===== config.mk =====
export PLATFORM = sky130hd
export DESIGN_NAME = uart_rx_packet_controller_flat
export DESIGN_NICKNAME = d
export VERILOG_FILES = /design/src/rtl/uart_rx_packet_controller_if.sv /design/src/rtl/uart_rx_packet_controller.sv /design/src/flat_wrapper.sv
export SDC_FILE = /design/constraint.sdc
export NUM_CORES = 1
export LEC_CHECK = 0
export CAP_MARGIN = 10
export CORE_MARGIN = 2
export CORE_UTILIZATION = 55
export DETAILED_ROUTE_END_ITERATION = 10
export GPL_ROUTABILITY_DRIVEN = 0
export GPL_TIMING_DRIVEN = 0
export PLACE_DENSITY = 0.85
export SETUP_SLACK_MARGIN = 0.15
export SLEW_MARGIN = 20
export SYNTH_ARGS = -nofsm -noshare
export SYNTH_HDL_FRONTEND = slang
export SYNTH_SLANG_ARGS = --single-unit

===== constraint.sdc =====
create_clock -name clk -period 2.3 [get_ports clk]
set_input_delay 0.345 -clock clk [delete_from_list [all_inputs] [get_ports clk]]
set_output_delay 0.345 -clock clk [all_outputs]
set_load 0.03 [all_outputs]

===== src/rtl/uart_rx_packet_controller_if.sv =====
// Handshake bundle between uart_receiver, uart_rx_packet_controller and the
// host command decoder. The controller attaches through the slave modport;
// the environment (receiver + decoder side) drives through the master modport.
interface uart_rx_packet_controller_if;
    logic [7:0] rx_byte_in;
    logic       rx_byte_valid_in;
    logic       rx_byte_done_out;
    logic       rx_rst_n_out;
    logic [7:0] out_byte;
    logic       out_valid;
    logic       out_ready;
    logic       out_last;
    logic       pkt_done;
    logic       pkt_ok;
    logic [1:0] pkt_err_code;
    logic       busy;

    modport slave (
        input  rx_byte_in, rx_byte_valid_in, out_ready,
        output rx_byte_done_out, rx_rst_n_out, out_byte, out_valid, out_last,
               pkt_done, pkt_ok, pkt_err_code, busy
    );

    modport master (
        output rx_byte_in, rx_byte_valid_in, out_ready,
        input  rx_byte_done_out, rx_rst_n_out, out_byte, out_valid, out_last,
               pkt_done, pkt_ok, pkt_err_code, busy
    );
endinterface


===== src/rtl/uart_rx_packet_controller.sv =====
// uart_rx_packet_controller
// Acks bytes from the UART receiver, frames them into LEN / payload / CSUM
// packets, streams the payload downstream over valid/ready and reports each
// packet's outcome on pkt_done/pkt_ok/pkt_err_code. A bad length (or a
// mid-packet idle timeout) holds the receiver in reset for RecoverClocks.
//
// Optional feature macro: UART_RX_PKT_TIMEOUT_EN
//   defined   -> idle-line timeout mid-packet (error code 3)
//   undefined -> no timeout logic; a stuck packet persists until rst
//
// state   | meaning
// --------+-----------------------------------------------------------------
// IDLE    | waiting for LEN; a captured LEN is judged in the following cycle
// PAYLOAD | forwarding payload bytes from the hold register downstream
// CSUM    | waiting for the checksum byte; judged in the cycle after capture
// RECOVER | receiver held in reset for RecoverClocks cycles, then IDLE
module uart_rx_packet_controller #(
    parameter int MaxLen        = 64,
    parameter int TimeoutClocks = 25000,
    parameter int RecoverClocks = 16
) (
    input  logic                         clk,
    input  logic                         rst,
    uart_rx_packet_controller_if.slave   bus
);

    localparam int         RcW     = $clog2(RecoverClocks + 1);
    localparam logic [7:0] MaxLenB = 8'(MaxLen);
    localparam logic [RcW-1:0] RcLoad = RcW'(RecoverClocks - 1);

    typedef enum logic [1:0] {
        S_IDLE    = 2'd0,
        S_PAYLOAD = 2'd1,
        S_CSUM    = 2'd2,
        S_RECOVER = 2'd3
    } state_e;

    state_e         state_q, state_d;
    logic [7:0]     hold_q, hold_d;
    logic           hold_valid_q, hold_valid_d;
    logic           done_q, done_d;
    logic [7:0]     remaining_q, remaining_d;
    logic [7:0]     sum_q, sum_d;
    logic [RcW-1:0] rc_q, rc_d;

`ifdef UART_RX_PKT_TIMEOUT_EN
    localparam int             TmW    = $clog2(TimeoutClocks + 1);
    localparam logic [TmW-1:0] TmoMax = TmW'(TimeoutClocks);
    logic [TmW-1:0] tmo_q, tmo_d;
`endif

    logic       capture;
    logic       pkt_done_c;
    logic       pkt_ok_c;
    logic [1:0] err_c;

    // State and datapath registers, synchronous active-high reset.
    always_ff @(posedge clk) begin
        if (rst) begin
            state_q      <= S_IDLE;
            hold_q       <= 8'h00;
            hold_valid_q <= 1'b0;
            done_q       <= 1'b0;
            remaining_q  <= 8'h00;
            sum_q        <= 8'h00;
            rc_q         <= '0;
`ifdef UART_RX_PKT_TIMEOUT_EN
            tmo_q        <= '0;
`endif
        end else begin
            state_q      <= state_d;
            hold_q       <= hold_d;
            hold_valid_q <= hold_valid_d;
            done_q       <= done_d;
            remaining_q  <= remaining_d;
            sum_q        <= sum_d;
            rc_q         <= rc_d;
`ifdef UART_RX_PKT_TIMEOUT_EN
            tmo_q        <= tmo_d;
`endif
        end
    end

    // Next-state, capture, running sum and packet status decode.
    always_comb begin
        state_d      = state_q;
        hold_d       = hold_q;
        hold_valid_d = hold_valid_q;
        remaining_d  = remaining_q;
        sum_d        = sum_q;
        rc_d         = rc_q;
        pkt_done_c   = 1'b0;
        pkt_ok_c     = 1'b0;
        err_c        = 2'd0;
`ifdef UART_RX_PKT_TIMEOUT_EN
        tmo_d        = '0;
`endif

        // The ack cycle itself never captures, so a level-valid byte is
        // taken exactly once even though the receiver drops valid late.
        capture = bus.rx_byte_valid_in && !hold_valid_q && !done_q &&
                  (state_q != S_RECOVER);
        done_d  = capture;
        if (capture) begin
            hold_d       = bus.rx_byte_in;
            hold_valid_d = 1'b1;
        end

        unique case (state_q)
            S_IDLE: begin
                sum_d       = 8'h00;
                remaining_d = 8'h00;
                if (hold_valid_q) begin
                    hold_valid_d = 1'b0;
                    if (hold_q == 8'h00 || hold_q > MaxLenB) begin
                        pkt_done_c = 1'b1;
                        err_c      = 2'd1;
                        rc_d       = RcLoad;
                        state_d    = S_RECOVER;
                    end else begin
                        remaining_d = hold_q;
                        sum_d       = hold_q;
                        state_d     = S_PAYLOAD;
                    end
                end
            end
            S_PAYLOAD: begin
                if (capture) begin
                    sum_d = sum_q + bus.rx_byte_in;
                end
                if (hold_valid_q && bus.out_ready) begin
                    hold_valid_d = 1'b0;
                    remaining_d  = remaining_q - 8'd1;
                    if (remaining_q == 8'd1) begin
                        state_d = S_CSUM;
                    end
                end
            end
            S_CSUM: begin
                if (capture) begin
                    sum_d = sum_q + bus.rx_byte_in;
                end
                // Checksum byte is consumed here and never forwarded.
                if (hold_valid_q) begin
                    pkt_done_c   = 1'b1;
                    pkt_ok_c     = (sum_q == 8'h00);
                    err_c        = (sum_q == 8'h00) ? 2'd0 : 2'd2;
                    hold_valid_d = 1'b0;
                    state_d      = S_IDLE;
                end
            end
            S_RECOVER: begin
                hold_valid_d = 1'b0;
                if (rc_q == '0) begin
                    state_d = S_IDLE;
                end else begin
                    rc_d = rc_q - RcW'(1);
                end
            end
            default: begin
                state_d = S_IDLE;
            end
        endcase

`ifdef UART_RX_PKT_TIMEOUT_EN
        // Counts only while the line is expected to deliver a byte; saturates
        // at the terminal value, which immediately aborts the packet.
        if ((state_q == S_PAYLOAD || state_q == S_CSUM) && !hold_valid_q) begin
            if (tmo_q == TmoMax) begin
                pkt_done_c   = 1'b1;
                pkt_ok_c     = 1'b0;
                err_c        = 2'd3;
                hold_valid_d = 1'b0;
                rc_d         = RcLoad;
                state_d      = S_RECOVER;
            end else if (capture) begin
                tmo_d = '0;
            end else begin
                tmo_d = tmo_q + TmW'(1);
            end
        end
`endif
    end

    // Outputs forced low while rst is asserted so a mid-packet reset never
    // leaks a pulse or a stale payload byte.
    always_comb begin
        bus.rx_byte_done_out = done_q && !rst;
        bus.rx_rst_n_out     = !rst && (state_q != S_RECOVER);
        bus.out_valid        = !rst && (state_q == S_PAYLOAD) && hold_valid_q;
        bus.out_byte         = bus.out_valid ? hold_q : 8'h00;
        bus.out_last         = bus.out_valid && (remaining_q == 8'd1);
        bus.pkt_done         = !rst && pkt_done_c;
        bus.pkt_ok           = bus.pkt_done && pkt_ok_c;
        bus.pkt_err_code     = bus.pkt_done ? err_c : 2'd0;
        bus.busy             = !rst && (state_q != S_IDLE);
    end

endmodule


===== src/flat_wrapper.sv =====
// flat-port wrapper written by rule: the top's interface ports become plain ports
module uart_rx_packet_controller_flat 
#(
    parameter int MaxLen        = 64,
    parameter int TimeoutClocks = 25000,
    parameter int RecoverClocks = 16
)
  (clk, rst, bus_rx_byte_in, bus_rx_byte_valid_in, bus_out_ready, bus_rx_byte_done_out, bus_rx_rst_n_out, bus_out_byte, bus_out_valid, bus_out_last, bus_pkt_done, bus_pkt_ok, bus_pkt_err_code, bus_busy);
  uart_rx_packet_controller_if bus_i ();
  input  logic clk;
  input  logic rst;
  input wire logic [$bits(bus_i.rx_byte_in)-1:0] bus_rx_byte_in;
  input wire logic [$bits(bus_i.rx_byte_valid_in)-1:0] bus_rx_byte_valid_in;
  input wire logic [$bits(bus_i.out_ready)-1:0] bus_out_ready;
  output wire logic [$bits(bus_i.rx_byte_done_out)-1:0] bus_rx_byte_done_out;
  output wire logic [$bits(bus_i.rx_rst_n_out)-1:0] bus_rx_rst_n_out;
  output wire logic [$bits(bus_i.out_byte)-1:0] bus_out_byte;
  output wire logic [$bits(bus_i.out_valid)-1:0] bus_out_valid;
  output wire logic [$bits(bus_i.out_last)-1:0] bus_out_last;
  output wire logic [$bits(bus_i.pkt_done)-1:0] bus_pkt_done;
  output wire logic [$bits(bus_i.pkt_ok)-1:0] bus_pkt_ok;
  output wire logic [$bits(bus_i.pkt_err_code)-1:0] bus_pkt_err_code;
  output wire logic [$bits(bus_i.busy)-1:0] bus_busy;
  assign bus_i.rx_byte_in = bus_rx_byte_in;
  assign bus_i.rx_byte_valid_in = bus_rx_byte_valid_in;
  assign bus_i.out_ready = bus_out_ready;
  assign bus_rx_byte_done_out = bus_i.rx_byte_done_out;
  assign bus_rx_rst_n_out = bus_i.rx_rst_n_out;
  assign bus_out_byte = bus_i.out_byte;
  assign bus_out_valid = bus_i.out_valid;
  assign bus_out_last = bus_i.out_last;
  assign bus_pkt_done = bus_i.pkt_done;
  assign bus_pkt_ok = bus_i.pkt_ok;
  assign bus_pkt_err_code = bus_i.pkt_err_code;
  assign bus_busy = bus_i.busy;
  uart_rx_packet_controller #(.MaxLen(MaxLen), .TimeoutClocks(TimeoutClocks), .RecoverClocks(RecoverClocks)) u_core (.clk(clk), .rst(rst), .bus(bus_i));
endmodule

---- Yosys cells after proc, flatten, opt, wreduce, memory -nomap -nowiden ----
Cells that the tools add are included.
Widths: inputs -> output; s select.
operators by class
  add/subtract/negate cells ............... 3
  equal/unequal tests ..................... 13
  reductions and logical operators ........ 30
  multiplexer cells ....................... 34
  magnitude comparators ................... 1
operator list
  kind                 count
  $mux 8               5
  $pmux 8 s2           2
  $mux 2               10
  $logic_not 8->1      2
  $mux 5               3
  $ne 2x1->1 const B   7
  $logic_and 1x1->1    12
  $pmux 5 s2           1
  $mux 1               9
  $add 8x8->8          1
  $eq 8x1->1 const B   1
  $gt 8x7->1 const B   1
  $pmux 2 s4           1
  $reduce_bool 2->1    4
  $sub 8x1->8 const B  1
  $logic_not 5->1      1
  $reduce_and 5->1     1
  $sub 5x1->5 const B  1
  $eq 2x2->1 const B   2
  $ne 2x2->1 const B   2
  $pmux 2 s2           1
  $reduce_and 2->1     2
  $reduce_and 4->1     1
  $reduce_or 2->1      2
  6 further kinds      8
word-level totals
  register bits ........................... 33
  bits of input ports ..................... 12
  output and inout port bits .............. 17
  word-level logic and storage cells ...... 88

---- Depth between registers and ports, before layout ----
  word-level depth ........................ 7
  gate-level depth with buffers ........... 8
  gate-level depth less buffers ........... 8

---- Least setup slack after synthesis ----
Ideal clock, no wire load.
  kind .................................... flip-flop to output port
  start point ............................. reg u_core.state_q[1]
  end point ............................... out bus_out_last
  arrival ................................. 1.684 ns
  cell stages (with the launch flop) ...... 7
  path buffers ............................ 1
  path slack .............................. 0.271 ns
  data required time ...................... 1.955 ns
  path through ............................ dfxtp_1 inv_1 ha_1 inv_1 clkbuf_1 nor2_1 and3_1
on the way
  word-level cells in the longest chain between the ends .. 4
ends and longest elaborated chain
  element                         line                              RTL
  from (decl)                     uart_rx_packet_controller.sv:38   state_e state_q, state_d;
  from (signal assigned)          uart_rx_packet_controller.sv:71   state_q <= state_d;
  $eq 2x1->1                      uart_rx_packet_controller.sv:190  bus.out_valid = !rst && (state_q == S_PAYLOAD) && hold_valid_q;
  $logic_and 1x1->1 (2 in a row)  uart_rx_packet_controller.sv:190
  net bus_out_valid               flat_wrapper.sv:18                output wire logic [$bits(bus_i.out_valid)-1:0] bus_out_valid;
  $logic_and 1x1->1               uart_rx_packet_controller.sv:192  bus.out_last = bus.out_valid && (remaining_q == 8'd1);
  to (decl)                       flat_wrapper.sv:19                output wire logic [$bits(bus_i.out_last)-1:0] bus_out_last;
The timed path passes the listed nets, and every way through them passes these cells.

---- Final worst setup path ----
  start point ............................. reg u_core.hold_q[0]
  end point ............................... out bus_pkt_done
on the way
  word-level cells in the longest chain between the ends .. 6
  elaborated cells between the ends (all ways) .. 7
  classes of those cells .................. 1 x order compare; 3 x mux; 3 x reduce/logical
ends and longest elaborated chain
  element                                        line                              RTL
  from (decl)                                    uart_rx_packet_controller.sv:39   logic [7:0] hold_q, hold_d;
  from (signal assigned)                         uart_rx_packet_controller.sv:72   hold_q <= hold_d;
  $gt 8x7->1 or $logic_not 8->1 (tied branches)  uart_rx_packet_controller.sv:115  if (hold_q == 8'h00 || hold_q > MaxLenB) begin
  $logic_or 1x1->1 (*)                           uart_rx_packet_controller.sv:115
  $mux 1 (*)                                     uart_rx_packet_controller.sv:115
  $mux 1 (*)                                     uart_rx_packet_controller.sv:113  if (hold_valid_q) begin
  $pmux 1 s2 (*)                                 uart_rx_packet_controller.sv:109  unique case (state_q)
  $logic_and 1x1->1 (*)                          uart_rx_packet_controller.sv:193  bus.pkt_done = !rst && pkt_done_c;
  to (decl)                                      flat_wrapper.sv:20                output wire logic [$bits(bus_i.pkt_done)-1:0] bus_pkt_done;
Mark *: on every way between the ends. The rest lies on a longest branch, timed or not.

==> impl_metrics.ini <==
[global_route]
antenna_found_initial = 0
grt_pass1_wl_um = 9730
grt_max_degree = 11
grt.overflow.total = 0
grt_pass1_vias = 2162
grt_use_total_pct = 27.7

[sta]
rsz0062_at_grt = false
finalHoldViolCount = 0
timing.setup.tns_ns = 0
slew_viol_final = 0
finalClockSkew_ns = 0.00694
relSlewSlack_pct = 48.3
worstMarginPinSlew_ns = 0.774
finalSetupViolCount = 0
fin_crit_ns = 2.08
fmax_mhz = 481
hold_ws_ns = 0.364
post-route-period-util_pct = 90.4

[placed_design]
port-buffer-count = 28
dp_hpwl_um = 4350
placed_area_sq_um = 2610

[setup_path]
ff2ff_path_depth = 7
worstPathArrival_ns = 1.73
endpoint_kind = output pin
crit_top_cell = buf_4
worst_path_largest_cell_delay_ns = 0.38
crit_fanout = 5
cp.required_ns = 1.96
path_cells = nor4_4 -> buf_4 -> nand4b_4 -> nand3_2 -> a21oi_1 -> buf_4
start_kind = register
crit_slowest_cell = nor4_4
critical_path_class = reg -> out

[clock_network]
numCtsBuffers = 5
clk_pin_slew_ns = 0.07
clock_latency_ns = 0.29
cts.sinks = 33
clk_path_buf_depth = 2
tritoncts = yes
cts_hold_buf = 0
root_buffer = clkbuf_8
ctsHtreeMaxLevel = 2

[yosys]
async_flop_share_pct = 0
synth_edf_count = 0
yosysUniqueCellTypes = 58
synth_top_family_by_area = simple AND/OR/NAND/NOR gates
yosysSeqAreaShare_pct = 29.1
synth_area_sq_um = 2270
avgSynthCellArea_sq_um = 7.74
muxShareOfSynthArea_pct = 0.883
synth-simple-area-share_pct = 29.5
synth_compound_area_share_pct = 25.7
syn_inst = 293
synth_seq_cells = 33
synthFlopType = dfxtp_1
synth_xor_area_share_pct = 0.773
synth_warnings = 0
synth_adder_area_share_pct = 9.16
synth_nets = 321

[flow_run]
cap_violations = 0

[power]
p_per_area_nw_per_um2 = 1170
power_frac_seq_pct = 26.3
p_clk_share_pct = 15.4
pwr-share-comb_pct = 58.4
ir_drop_uv = 664
p_int_uw = 1720
p_sw_share_pct = 46.8
leakage_uw = 0.00117
p_total_uw = 3220
p_sw_uw = 1510

[floorplanning]
io_pins = 29
initial_utilization_pct = 57.1
num_rows = 23
design.die.area_sq_um = 4650
die_y_um = 68.2
coreArea_sq_um = 3970
die_w_um = 68.2

[route]
via_per_inst = 6.23
wl_um = 6080
num_vias = 2386
drt.antenna.violating_nets = 0
wl_per_cell_um = 15.9
route.detailed.drc = 0
drt_first_pass_iters = 5
drt-initial-drc-count = 233

[min_path]
worstHoldPathCells = 3
hp-class = in -> reg

[outcome]
status = finished, final reports clean

[final_layout]
drive_gt1_share_pct = 18.3
areaGrowthSynthToFinish_pct = 21.5
fill_cells = 346
n_antenna_cell = 0
fin_nets = 360
finalInstanceArea_sq_um = 2760
power by group through the flow:
stage	Clock (uW)	Combinational, uW	Sequential, uW
6_report	495	1880	846
2_1_floorplan	0	1340	806
3_3_place_gp	0	1670	842
4_1_cts	493	1760	838
3_5_place_dp	0	1710	847
5_1_grt	517	2070	862
metrics by stage:
stage / util [%] / cells / setup WS (ns)
floorplan: - / 293 / 0.271
global placement: 65.7 / 371 / -0.603
global route: 69.4 / 383 / 0.0983
finish: 69.4 / 383 / 0.220
CTS: 69.3 / 380 / 0.169
detailed placement: 65.7 / 371 / -0.577
final cells by class:
cell class	instances	area, sq um	area share (%)
Multi-Input combinational cell	232	1540	56.0
Clock inverter	1	5.00	0.182
Buffer	12	63.8	2.32
Timing Repair Buffer	32	256	9.31
Sequential cell	33	668	24.3
Tap cell	50	62.6	2.27
Clock buffer	7	96.3	3.50
Inverter	16	60.1	2.18
flip-flops by register name, indices dropped and copies added, names as in the netlist:
register	cells
u_core.rc_q	5
u_core.sum_q	8
u_core.done_q	1
u_core.hold_q	8
u_core.hold_valid_q	1
u_core.remaining_q	8
u_core.state_q	2
cell usage in the layout (no fill, tap or decap), types with 2 or more instances in the layout:
master	Yosys	final
o22ai_1	2	2
clkbuf_2	0	2
nand2b_1	7	7
o2bb2ai_1	4	4
nand3_1	5	4
a21o_1	3	3
and2_1	2	2
nor2_1	19	18
nor2b_1	9	8
and3_1	10	10
dlygate4sd2_1	0	4
a41oi_2	1	2
clkbuf_8	0	7
o21a_1	2	2
a21oi_1	33	33
ha_1	15	14
a31oi_1	6	6
buf_2	3	14
nor2_2	1	2
o221ai_1	2	2
o31ai_1	2	2
buf_4	0	6
clkbuf_1	8	3
a211oi_1	4	3
clkdlybuf4s50_1	0	10
nor4b_2	2	2
xnor2_1	2	2
dfxtp_1	33	29
nand2_1	39	38
inv_1	16	16
nor3_1	5	5
dfxtp_2	0	3
or3_1	2	2
nor4_1	6	6
mux2i_1	2	2
o21ai_0	18	18
nand4_1	2	2
clkbuf_4	0	2
Yosys cell counts (3+ instances only):
cell type   n  share of area [%]
a21oi_1    33                7.3
nor2_1     19                3.1
clkbuf_1    8                1.3
nand2b_1    7                1.9
nor4_1      6                1.7
and3_1     10                2.8
o21ai_0    18                4.0
a31oi_1     6                1.7
inv_1      16                2.6
a21o_1      3               0.99
a211oi_1    4                1.3
nand3_1     5                1.1
nor2b_1     9                2.5
ha_1       15                8.3
nor3_1      5                1.1
dfxtp_1    33                 29
nand2_1    39                6.5
o2bb2ai_1   4                1.5
buf_2       3               0.66
logic make-up (layout without fill, tap and decap cells):
kind of cell | after synthesis | in the layout
AND/OR/NAND/NOR | 121 | 121
AO/OA/AOI/OAI | 91 | 91
flip-flops | 33 | 33
buffers and inverters | 28 | 68
adder cells (fa/ha/maj) | 16 | 16
XOR/XNOR | 2 | 2
multiplexers | 2 | 2
final timing paths:
path	slack, ns	to	startpoint
worst max-delay path	0.22	bus_pkt_done	u_core.hold_q[0]
worst min-delay path	0.36	u_core.hold_q[1]	bus_rx_byte_in[1]
worst max register to register	0.24	u_core.sum_q[7]	u_core.state_q[0]
worst min register to register	0.48	u_core.state_q[1]	u_core.state_q[1]
layer usage:
| metal | global-route usage (%) | vias to the layer above | wire length, um |
|---|---|---|---|
| li1 | - | 1148 | - |
| met1 | 35.7 | 1124 | 2650 |
| met2 | 47.0 | 102 | 2930 |
| met3 | 4.61 | 12 | 430 |
| met4 | 8.75 | 0 | 75 |
| met5 | 0 | - | 0 |
repair_timing:
item	in CTS	in global routing
setup buffers	1	3
endpoints found under the setup margin	18	17
pin swaps	1	4
resized for setup	61	32
worst max-delay path, delay by kind of cell, from the launching register on:
kind,cells,cell delay (ns)
compound gates,1,0.07
simple gates,3,0.64
flops,1,0.37
buf+inv,2,0.35
(Power assumes the default switching activity.)
